<file path="config.mk">
export PLATFORM = sky130hd
export DESIGN_NAME = uart_tx_frame_gen
export DESIGN_NICKNAME = d
export VERILOG_FILES = /design/src/rtl/uart_tx_frame_gen.sv
export SDC_FILE = /design/constraint.sdc
export NUM_CORES = 1
export LEC_CHECK = 0
export ABC_AREA = 1
export BUFFER_PORTS_ARGS = -buffer_cell sky130_fd_sc_hd__buf_2
export CAP_MARGIN = 0
export CORE_ASPECT_RATIO = 0.9
export CORE_MARGIN = 2
export CORE_UTILIZATION = 47
export DETAILED_ROUTE_END_ITERATION = 10
export GPL_TIMING_DRIVEN = 0
export PLACE_DENSITY_LB_ADDON = 0.08
export SYNTH_ARGS = -nofsm -noshare
export SYNTH_HDL_FRONTEND = slang
export SYNTH_SLANG_ARGS = --single-unit
</file>
<file path="constraint.sdc">
create_clock -name CLK -period 2.5 [get_ports CLK]
set_input_delay 0 -clock CLK [delete_from_list [all_inputs] [get_ports CLK]]
set_output_delay 0 -clock CLK [all_outputs]
set_load 0.1 [all_outputs]
</file>
<file path="src/rtl/uart_tx_frame_gen.sv">
// uart_tx_frame_gen
//   Serial UART transmitter. Serialises a parallel byte LSB-first as
//   start(0), DATA_WIDTH data bits, optional parity bit, stop(1).
//   Each bit lasts N CLK cycles, where N is the latched Prescale value
//   (values 0 and 1 both give N = 1).
//
// Ports
//   CLK         system clock, rising edge
//   RST         synchronous reset, active-low
//   P_DATA      byte to send, latched at acceptance
//   Data_Valid  send request, accepted in IDLE
//   PAR_EN      1 = insert parity bit, latched at acceptance
//   PAR_TYP     0 = even, 1 = odd, latched at acceptance
//   Prescale    CLK cycles per bit, latched at acceptance
//   TX_OUT      registered serial line, idles high
//   busy        registered, 1 while a frame is in progress
//
// Build option
//   UART_TX_HOLD_BUF_EN: one-entry holding register. A request arriving
//   while busy is parked there and launched straight from the last STOP
//   cycle, so chained frames keep busy high. Further requests while the
//   holding register is full are dropped.

module uart_tx_frame_gen #(
  parameter int DATA_WIDTH  = 8,
  parameter int PRESC_WIDTH = 6
) (
  input  logic                   CLK,
  input  logic                   RST,
  input  logic [DATA_WIDTH-1:0]  P_DATA,
  input  logic                   Data_Valid,
  input  logic                   PAR_EN,
  input  logic                   PAR_TYP,
  input  logic [PRESC_WIDTH-1:0] Prescale,
  output logic                   TX_OUT,
  output logic                   busy
);

  localparam int IDX_W = (DATA_WIDTH > 1) ? $clog2(DATA_WIDTH) : 1;

  typedef enum logic [2:0] {
    S_IDLE,
    S_START,
    S_DATA,
    S_PARITY,
    S_STOP
  } state_e;

  state_e                 state_q, state_d;
  logic [PRESC_WIDTH-1:0] cnt_q, cnt_d;
  logic [PRESC_WIDTH-1:0] presc_q, presc_d;
  logic [IDX_W-1:0]       idx_q, idx_d;
  logic [DATA_WIDTH-1:0]  shadow_q, shadow_d;
  logic                   par_en_q, par_en_d;
  logic                   par_bit_q, par_bit_d;
  logic                   tx_q, tx_d;
  logic                   busy_q, busy_d;

  logic [PRESC_WIDTH-1:0] last_cnt;
  logic                   bit_done;
  logic                   launch;
  logic [DATA_WIDTH-1:0]  ld_data;
  logic                   ld_pen;
  logic                   ld_ptyp;
  logic [PRESC_WIDTH-1:0] ld_presc;

`ifdef UART_TX_HOLD_BUF_EN
  logic [DATA_WIDTH-1:0]  hold_data_q, hold_data_d;
  logic                   hold_pen_q, hold_pen_d;
  logic                   hold_ptyp_q, hold_ptyp_d;
  logic [PRESC_WIDTH-1:0] hold_presc_q, hold_presc_d;
  logic                   hold_full_q, hold_full_d;
`endif

  // Prescale 0 and 1 both collapse to a one-cycle bit.
  assign last_cnt = (presc_q > PRESC_WIDTH'(1)) ? presc_q - PRESC_WIDTH'(1) : '0;
  assign bit_done = (cnt_q == last_cnt);

  always_comb begin
    state_d   = state_q;
    cnt_d     = cnt_q;
    idx_d     = idx_q;
    presc_d   = presc_q;
    shadow_d  = shadow_q;
    par_en_d  = par_en_q;
    par_bit_d = par_bit_q;
    launch    = 1'b0;
    ld_data   = P_DATA;
    ld_pen    = PAR_EN;
    ld_ptyp   = PAR_TYP;
    ld_presc  = Prescale;
`ifdef UART_TX_HOLD_BUF_EN
    hold_data_d  = hold_data_q;
    hold_pen_d   = hold_pen_q;
    hold_ptyp_d  = hold_ptyp_q;
    hold_presc_d = hold_presc_q;
    hold_full_d  = hold_full_q;

    // Park a request that arrives mid-frame; checked before the launch
    // below so a same-cycle chain launch still wins over a new park.
    if (Data_Valid && busy_q && !hold_full_q) begin
      hold_data_d  = P_DATA;
      hold_pen_d   = PAR_EN;
      hold_ptyp_d  = PAR_TYP;
      hold_presc_d = Prescale;
      hold_full_d  = 1'b1;
    end
`endif

    if (state_q != S_IDLE) begin
      cnt_d = bit_done ? '0 : cnt_q + PRESC_WIDTH'(1);
    end

    unique case (state_q)
      S_IDLE: begin
`ifdef UART_TX_HOLD_BUF_EN
        // A held frame can only be pending here if it was parked on the
        // very last STOP cycle; it takes priority over a fresh request.
        if (hold_full_q) begin
          launch      = 1'b1;
          ld_data     = hold_data_q;
          ld_pen      = hold_pen_q;
          ld_ptyp     = hold_ptyp_q;
          ld_presc    = hold_presc_q;
          hold_full_d = 1'b0;
        end else if (Data_Valid) begin
          launch = 1'b1;
        end
`else
        if (Data_Valid) begin
          launch = 1'b1;
        end
`endif
      end
      S_START: begin
        if (bit_done) begin
          state_d = S_DATA;
          idx_d   = '0;
        end
      end
      S_DATA: begin
        if (bit_done) begin
          if (idx_q == IDX_W'(DATA_WIDTH - 1)) begin
            state_d = par_en_q ? S_PARITY : S_STOP;
          end else begin
            idx_d = idx_q + IDX_W'(1);
          end
        end
      end
      S_PARITY: begin
        if (bit_done) begin
          state_d = S_STOP;
        end
      end
      S_STOP: begin
        if (bit_done) begin
`ifdef UART_TX_HOLD_BUF_EN
          if (hold_full_q) begin
            launch      = 1'b1;
            ld_data     = hold_data_q;
            ld_pen      = hold_pen_q;
            ld_ptyp     = hold_ptyp_q;
            ld_presc    = hold_presc_q;
            hold_full_d = 1'b0;
          end else begin
            state_d = S_IDLE;
          end
`else
          state_d = S_IDLE;
`endif
        end
      end
      default: state_d = S_IDLE;
    endcase

    if (launch) begin
      state_d   = S_START;
      cnt_d     = '0;
      idx_d     = '0;
      shadow_d  = ld_data;
      par_en_d  = ld_pen;
      par_bit_d = ld_ptyp ? ~(^ld_data) : ^ld_data;
      presc_d   = ld_presc;
    end
  end

  // Line value is decoded from the next state so TX_OUT is a pure flop.
  always_comb begin
    unique case (state_d)
      S_START:  tx_d = 1'b0;
      S_DATA:   tx_d = shadow_d[idx_d];
      S_PARITY: tx_d = par_bit_d;
      default:  tx_d = 1'b1;
    endcase
    busy_d = (state_d != S_IDLE);
  end

  always_ff @(posedge CLK) begin
    if (!RST) begin
      state_q   <= S_IDLE;
      cnt_q     <= '0;
      idx_q     <= '0;
      presc_q   <= '0;
      shadow_q  <= '0;
      par_en_q  <= 1'b0;
      par_bit_q <= 1'b0;
      tx_q      <= 1'b1;
      busy_q    <= 1'b0;
`ifdef UART_TX_HOLD_BUF_EN
      hold_data_q  <= '0;
      hold_pen_q   <= 1'b0;
      hold_ptyp_q  <= 1'b0;
      hold_presc_q <= '0;
      hold_full_q  <= 1'b0;
`endif
    end else begin
      state_q   <= state_d;
      cnt_q     <= cnt_d;
      idx_q     <= idx_d;
      presc_q   <= presc_d;
      shadow_q  <= shadow_d;
      par_en_q  <= par_en_d;
      par_bit_q <= par_bit_d;
      tx_q      <= tx_d;
      busy_q    <= busy_d;
`ifdef UART_TX_HOLD_BUF_EN
      hold_data_q  <= hold_data_d;
      hold_pen_q   <= hold_pen_d;
      hold_ptyp_q  <= hold_ptyp_d;
      hold_presc_q <= hold_presc_d;
      hold_full_q  <= hold_full_d;
`endif
    end
  end

  assign TX_OUT = tx_q;
  assign busy   = busy_q;

endmodule

</file>
== After elaboration in Yosys (flattened, before gate mapping) ==
Index checks and enable logic that the tools add are counted.
Operators by class
  $add $sub $neg: 3
  $mul: 0
  divide/modulo/power cells: 0
  order comparisons: 2
  eq/ne operators: 9
  shift-type cells: 0
  muxes and demuxes: 23
  bitwise gates (word level): 2
  reductions and logical operators: 5
Operator list (count)
  two-way mux 3 bit: 11
  one-hot mux 3 bit (5 select lines): 1
  equality test 3 x 2 -> 1 bit (second input constant): 4
  two-way mux 6 bit: 2
  two-way mux 8 bit: 1
  XOR reduction 8 bit: 1
  adder 6 x 1 -> 6 bit (second input constant): 1
  equality test 3 x 1 -> 1 bit (second input constant): 2
  equality test 3 bit (second input constant): 2
  equality test 6 bit: 1
  > comparator 6 x 1 -> 1 bit (second input constant): 1
  one-hot mux 3 bit (2 select lines): 1
  nonzero test 3 bit: 2
  subtractor 6 x 1 -> 6 bit (second input constant): 1
  two-way mux 1 bit: 5
  less-than comparator 3 x 4 -> 1 bit (second input constant): 1
  adder 3 x 1 -> 3 bit (second input constant): 1
  binary-select mux 1 bit (select 3 bit): 1
  zero test 3 bit: 1
  one-hot mux 1 bit (3 select lines): 1
  inverter 1 bit: 2
  OR reduction 2 bit: 1
Storage, ports and cells
  register bits after elaboration: 30
  bits in latches: 0
  memory bits (writable): 0
  memory bits (read-only): 0
  input bits: 19
  output and inout bits: 2
  logic and storage cells: 53
  memories: 0

== Logic depth before layout (Yosys ltp) ==
  depth after elaboration: 9
  depth in mapped cells: 23
  mapped depth without buffers: 23

== Worst setup path after synthesis ==
No wires, ideal clock.
  kind: register -> register
  from: register presc_q[0]
  to: register tx_q, in the netlist TX_OUT
  library setup time: 113 ps
  arrival: 1993 ps
  required time: 2387 ps
  setup slack: 394 ps
  stages on the path, launching flop included: 24
  buffers on the path: 1
  period minus slack after synthesis: 2106 ps
  cell sequence: dfxtp_1 -> inv_2 -> ha_1 -> inv_1 -> nand2_1 -> nand3_2 -> buf_6 -> nand3_1 -> nand2_1 -> nand3_1 -> nor2_4 -> nand2_4 -> nand3_2 -> nand2_1 -> inv_2 -> nand2_4 -> nand2_4 -> nand2_1 -> nand2_1 -> nand2_1 -> nand3_1 -> nand2_1 -> nand2_1 -> nand2_1
Between the ends
  longest elaborated chain between the ends: 9
  elaborated cells between the ends (all ways): 20
  classes of those cells: add/sub (1); order compare (1); eq/ne (4); mux (14)
Ends and longest elaborated chain
  start, declared: RTL line 51  | logic [PRESC_WIDTH-1:0] presc_q, presc_d;
  start signal, assigned: RTL line 220  | presc_q <= presc_d;
  subtractor 6 x 1 -> 6 bit or > comparator 6 x 1 -> 1 bit (tied branches): RTL line 76  | assign last_cnt = (presc_q > PRESC_WIDTH'(1)) ? presc_q - PRESC_WIDTH'(1) : '0;
  two-way mux 6 bit (*): RTL line 76
  equality test 6 bit (*): RTL line 77  | assign bit_done = (cnt_q == last_cnt);
  two-way mux 3 bit (on tied branches): RTL line 142, 136
  one-hot mux 3 bit (2 select lines): RTL line 114  | unique case (state_q)
  two-way mux 3 bit: RTL line 176  | if (launch) begin
  binary-select mux 1 bit (select 3 bit): RTL line 191  | S_DATA: tx_d = shadow_d[idx_d];
  two-way mux 1 bit (implied by the code): RTL line 191
  one-hot mux 1 bit (3 select lines) (*): RTL line 189  | unique case (state_d)
  end signal, assigned: RTL line 224  | tx_q <= tx_d;
  end, declared: RTL line 56  | logic tx_q, tx_d;
Mark *: on every way between the ends. The rest lies on a longest branch, timed or not. The select of a mux whose other input is x is not followed.
A chain may end at the register's enable or synchronous reset.

== Worst setup path in the final report ==
  from: register presc_q[1]
  to: register tx_q, in the netlist TX_OUT
Same word-level chain as after synthesis.

==> load_flow_metrics.sql <==
INSERT INTO impl_metrics (metric_group, metric, value, unit) VALUES
('placed_design', 'place_congestion', '0.765', ''),
('placed_design', 'post-dp-hpwl', '2.89', 'mm'),
('critical_path', 'worst-path-max-fanout', '5', ''),
('drt', 'drt-initial-drc-count', '82', ''),
('critical_path', 'timing.critical_path.arrival', '2.47', 'ns'),
('critical_path', 'startpoint_type', 'flop', ''),
('synthesis', 'syn-cell-area', '1850', 'sq um'),
('synthesis', 'yosysUniqueCellTypes', '31', ''),
('sta', 'period_needed', '2.28', 'ns'),
('status', 'failed_checks', 'negative hold slack', ''),
('status', 'outcome', 'finished with violations', ''),
('global_route', 'grt.total_usage', '19.5', '%'),
('critical_path', 'worst-r2r-cell-count', '22', ''),
('floorplan', 'initial_utilization', '49.3', '%'),
('sta', 'hold_violations', '1', ''),
('floorplan', 'die_area', '4460', 'sq um'),
('drt', 'antenna_left', '0', ''),
('sta', 'max_freq', '439', 'MHz'),
('power', 'vdd_ir_drop_max', '453', 'uV'),
('synthesis', 'syn-instance-count', '274', ''),
('power', 'total_power', '1.71', 'mW'),
('sta', 'layout_worst_path_cycle_share', '91.1', '%'),
('placed_design', 'dp.cells', '340', ''),
('worst_hold_path', 'hold_path_depth', '3', ''),
('critical_path', 'slowest_stage', 'sky130_fd_sc_hd__dfxtp_1', ''),
('flow_run', 'cap_viol_max_count', '0', ''),
('synthesis', 'synth-seq-area-share', '32.4', '%'),
('sta', 'slew_headroom', '68.0', '%'),
('floorplan', 'die_y', '63.6', 'um'),
('clock_tree', 'max_buffers_root_to_sink', '2', ''),
('floorplan', 'placementRows', '21', ''),
('clock_tree', 'cts.reportedPaths.clkPinSlew', '0.06', 'ns'),
('sta', 'max_slew.worst_pin.slew', '0.483', 'ns'),
('placed_design', 'io_buffer_count', '20', ''),
('synthesis', 'yosysWarnings', '0', ''),
('drt', 'avgViaCountPerCell', '4.81', ''),
('sta', 'final_number_of_max_transition_violations', '0', ''),
('synthesis', 'avgSynthCellArea', '6.76', 'sq um'),
('sta', 'finalHoldWorstSlack', '-0.00381', 'ns'),
('worst_hold_path', 'worstHoldStart', 'Prescale[1]', ''),
('global_route', 'maximum_number_of_pins_on_one_net_before_global_route_repair', '11', ''),
('global_route', 'grt_antenna_before_repair', '0', ''),
('layout', 'layout-drive-gt1-share', '21.8', '%'),
('critical_path', 'worstSetupPathType', 'reg2reg', ''),
('layout', 'nets', '338', ''),
('drt', 'wl', '4.01', 'mm'),
('layout', 'layout.cells.most_common_list', '58 x sky130_fd_sc_hd__nand2_1, 35 x sky130_fd_sc_hd__inv_1, 30 x sky130_fd_sc_hd__dfxtp_1, 30 x sky130_fd_sc_hd__nor2_1, 23 x sky130_fd_sc_hd__nand3_1', ''),
('clock_tree', 'clock_tree_root', 'sky130_fd_sc_hd__clkbuf_8', ''),
('layout', 'layout_commonest_cell', 'sky130_fd_sc_hd__nand2_1', ''),
('critical_path', 'top_cell_by_count_worst_path', 'sky130_fd_sc_hd__nand2_1', ''),
('layout', 'multiInputGateArea', '1090', 'sq um'),
('floorplan', 'die_w', '70.2', 'um'),
('drt', 'first_pass_iters', '4', ''),
('power', 'power_density', '761', 'nW/um^2'),
('global_route', 'via_count_of_the_first_global_routing_pass', '1539', ''),
('power', 'leakagePower', '1.09', 'nW'),
('sta', 'setup-violations-final', '0', ''),
('synthesis', 'synth-seq-cells', '30', ''),
('critical_path', 'crit_required', '2.69', 'ns'),
('layout', 'area_growth_from_synthesis_to_layout', '21.3', '%'),
('clock_tree', 'cts_tree', 'done', ''),
('drt', 'post-route-drc-count', '0', ''),
('floorplan', 'floorplan_core_area', '3760', 'sq um'),
('critical_path', 'r2r_setup_slack', '0.22', 'ns'),
('sta', 'fin_skew', '0.00441', 'ns'),
('critical_path', 'critical_path.endpoint_type', 'flop', ''),
('drt', 'avgRoutedWirePerCell', '11.1', 'um'),
('drt', 'detailroute.via_count', '1742', ''),
('clock_tree', 'numCtsBuffers', '5', ''),
('critical_path', 'rr_startpoint', 'presc_q[1]', ''),
('global_route', 'globalRouteOverflowTotal', '0', '');
[sequential cells by signal, summed over array words and instances (netlist names)]
name / flops
TX_OUT: 1
busy: 1
cnt_q: 6
idx_q: 3
par_bit_q: 1
par_en_q: 1
presc_q: 6
shadow_q: 8
state_q: 3
[cell usage after synthesis]
cell type                  number  area share [%]
sky130_fd_sc_hd__a21oi_1       13             3.5
sky130_fd_sc_hd__a21oi_4        1            0.88
sky130_fd_sc_hd__buf_2          1            0.27
sky130_fd_sc_hd__buf_6          1            0.61
sky130_fd_sc_hd__clkbuf_1       3            0.61
sky130_fd_sc_hd__clkinv_1       2            0.41
sky130_fd_sc_hd__clkinv_2       1            0.27
sky130_fd_sc_hd__dfxtp_1       30              32
sky130_fd_sc_hd__ha_1           4             2.7
sky130_fd_sc_hd__inv_1         36             7.3
sky130_fd_sc_hd__inv_2          3            0.61
sky130_fd_sc_hd__mux2i_1        1            0.54
sky130_fd_sc_hd__nand2_1       58              12
sky130_fd_sc_hd__nand2_2        1            0.34
sky130_fd_sc_hd__nand2_4        3             1.8
sky130_fd_sc_hd__nand3_1       24             6.5
sky130_fd_sc_hd__nand3_2        5             2.7
sky130_fd_sc_hd__nand3b_1       2            0.81
sky130_fd_sc_hd__nand4_1        5             1.7
sky130_fd_sc_hd__nor2_1        30             6.1
sky130_fd_sc_hd__nor2_2         3             1.0
sky130_fd_sc_hd__nor2_4         2             1.2
sky130_fd_sc_hd__nor3_1         2            0.54
sky130_fd_sc_hd__nor3b_1        1            0.41
sky130_fd_sc_hd__o21ai_0       18             4.9
sky130_fd_sc_hd__o21ai_1        1            0.27
sky130_fd_sc_hd__o21ai_2        2            0.95
sky130_fd_sc_hd__o21bai_1       1            0.41
sky130_fd_sc_hd__or2_2          7             2.4
sky130_fd_sc_hd__xnor2_1        5             2.4
sky130_fd_sc_hd__xor2_1         8             3.8
[cells by family after synthesis]
kind of cell / after synthesis / share of synthesized area (%)
flops: 30 / 32.4
xor+xnor: 13 / 6.15
simple gates: 143 / 37.2
compound gates: 36 / 10.9
mux: 1 / 0.541
buf+inv: 47 / 10.1
fa+ha+maj: 4 / 2.70
[worst max-delay path: cells and delay by family, from the launching register on]
| kind | cells | cell delay, ns |
|---|---|---|
| AND/OR/NAND/NOR | 17 | 1.27 |
| buffers and inverters | 4 | 0.37 |
| flip-flops | 1 | 0.35 |
| adder cells (fa/ha/maj) | 1 | 0.17 |
[per-stage QoR]
stage	setup slack [ns]	cell area, sq um	TNS, ns	util (%)	hold WS, ns
3_3_place_gp	0.105	2010	0	53.5	0.275
3_5_place_dp	0.0960	2010	0	53.5	0.270
2_1_floorplan	0.394	1850	0	-	0.138
4_1_cts	0.0786	2160	0	57.5	0.00362
6_report	0.221	2250	0	59.8	-0.00381
5_1_grt	-0.0322	2250	-0.0322	59.8	0.0265
[cell type report]
type                            count  area share (%)
Timing Repair Buffer               34            9.97
Clock inverter                      1           0.223
Sequential cell                    30            26.7
Tap cell                           46            2.56
Clock buffer                        7            3.84
Inverter                           42            7.08
Multi-Input combinational cell    197            48.4
Buffer                              5            1.23
[per-layer routing]
| metal | part of all wire [%] | up-vias | GRT usage (%) |
|---|---|---|---|
| li1 | - | 947 | - |
| met1 | 53 | 761 | 26.2 |
| met3 | 3.9 | 8 | 6.24 |
| met4 | 1.8 | 0 | 8.65 |
| met2 | 41 | 26 | 28.6 |
| met5 | 0 | - | 0 |
[worst max-delay path by stage]
stage,cells after the start,from,to,slack [ns]
floorplan,23,presc_q[0],TX_OUT,0.39
global placement,18,presc_q[0],TX_OUT,0.10
detailed placement,19,presc_q[0],TX_OUT,0.1
CTS,19,presc_q[0],TX_OUT,0.08
global route,21,presc_q[0],TX_OUT,-0.03
finish,22,presc_q[1],TX_OUT,0.22
[repair_timing]
| action | in CTS | in global routing |
|---|---|---|
| setup buffers | 0 | 7 |
| setup endpoints to repair | 0 | 2 |
| gates resized for setup | 0 | 7 |
| hold endpoints to repair | 6 | 0 |
| hold buffers | 6 | 0 |
[report_power, final]
part | switching (mW) | internal (mW) | leakage [nW]
clock network | 0.192 | 0.222 | 0.0482
logic | 0.457 | 0.275 | 0.790
registers | 0.0299 | 0.535 | 0.247
No activity file was read; power rests on OpenSTA's default activity.
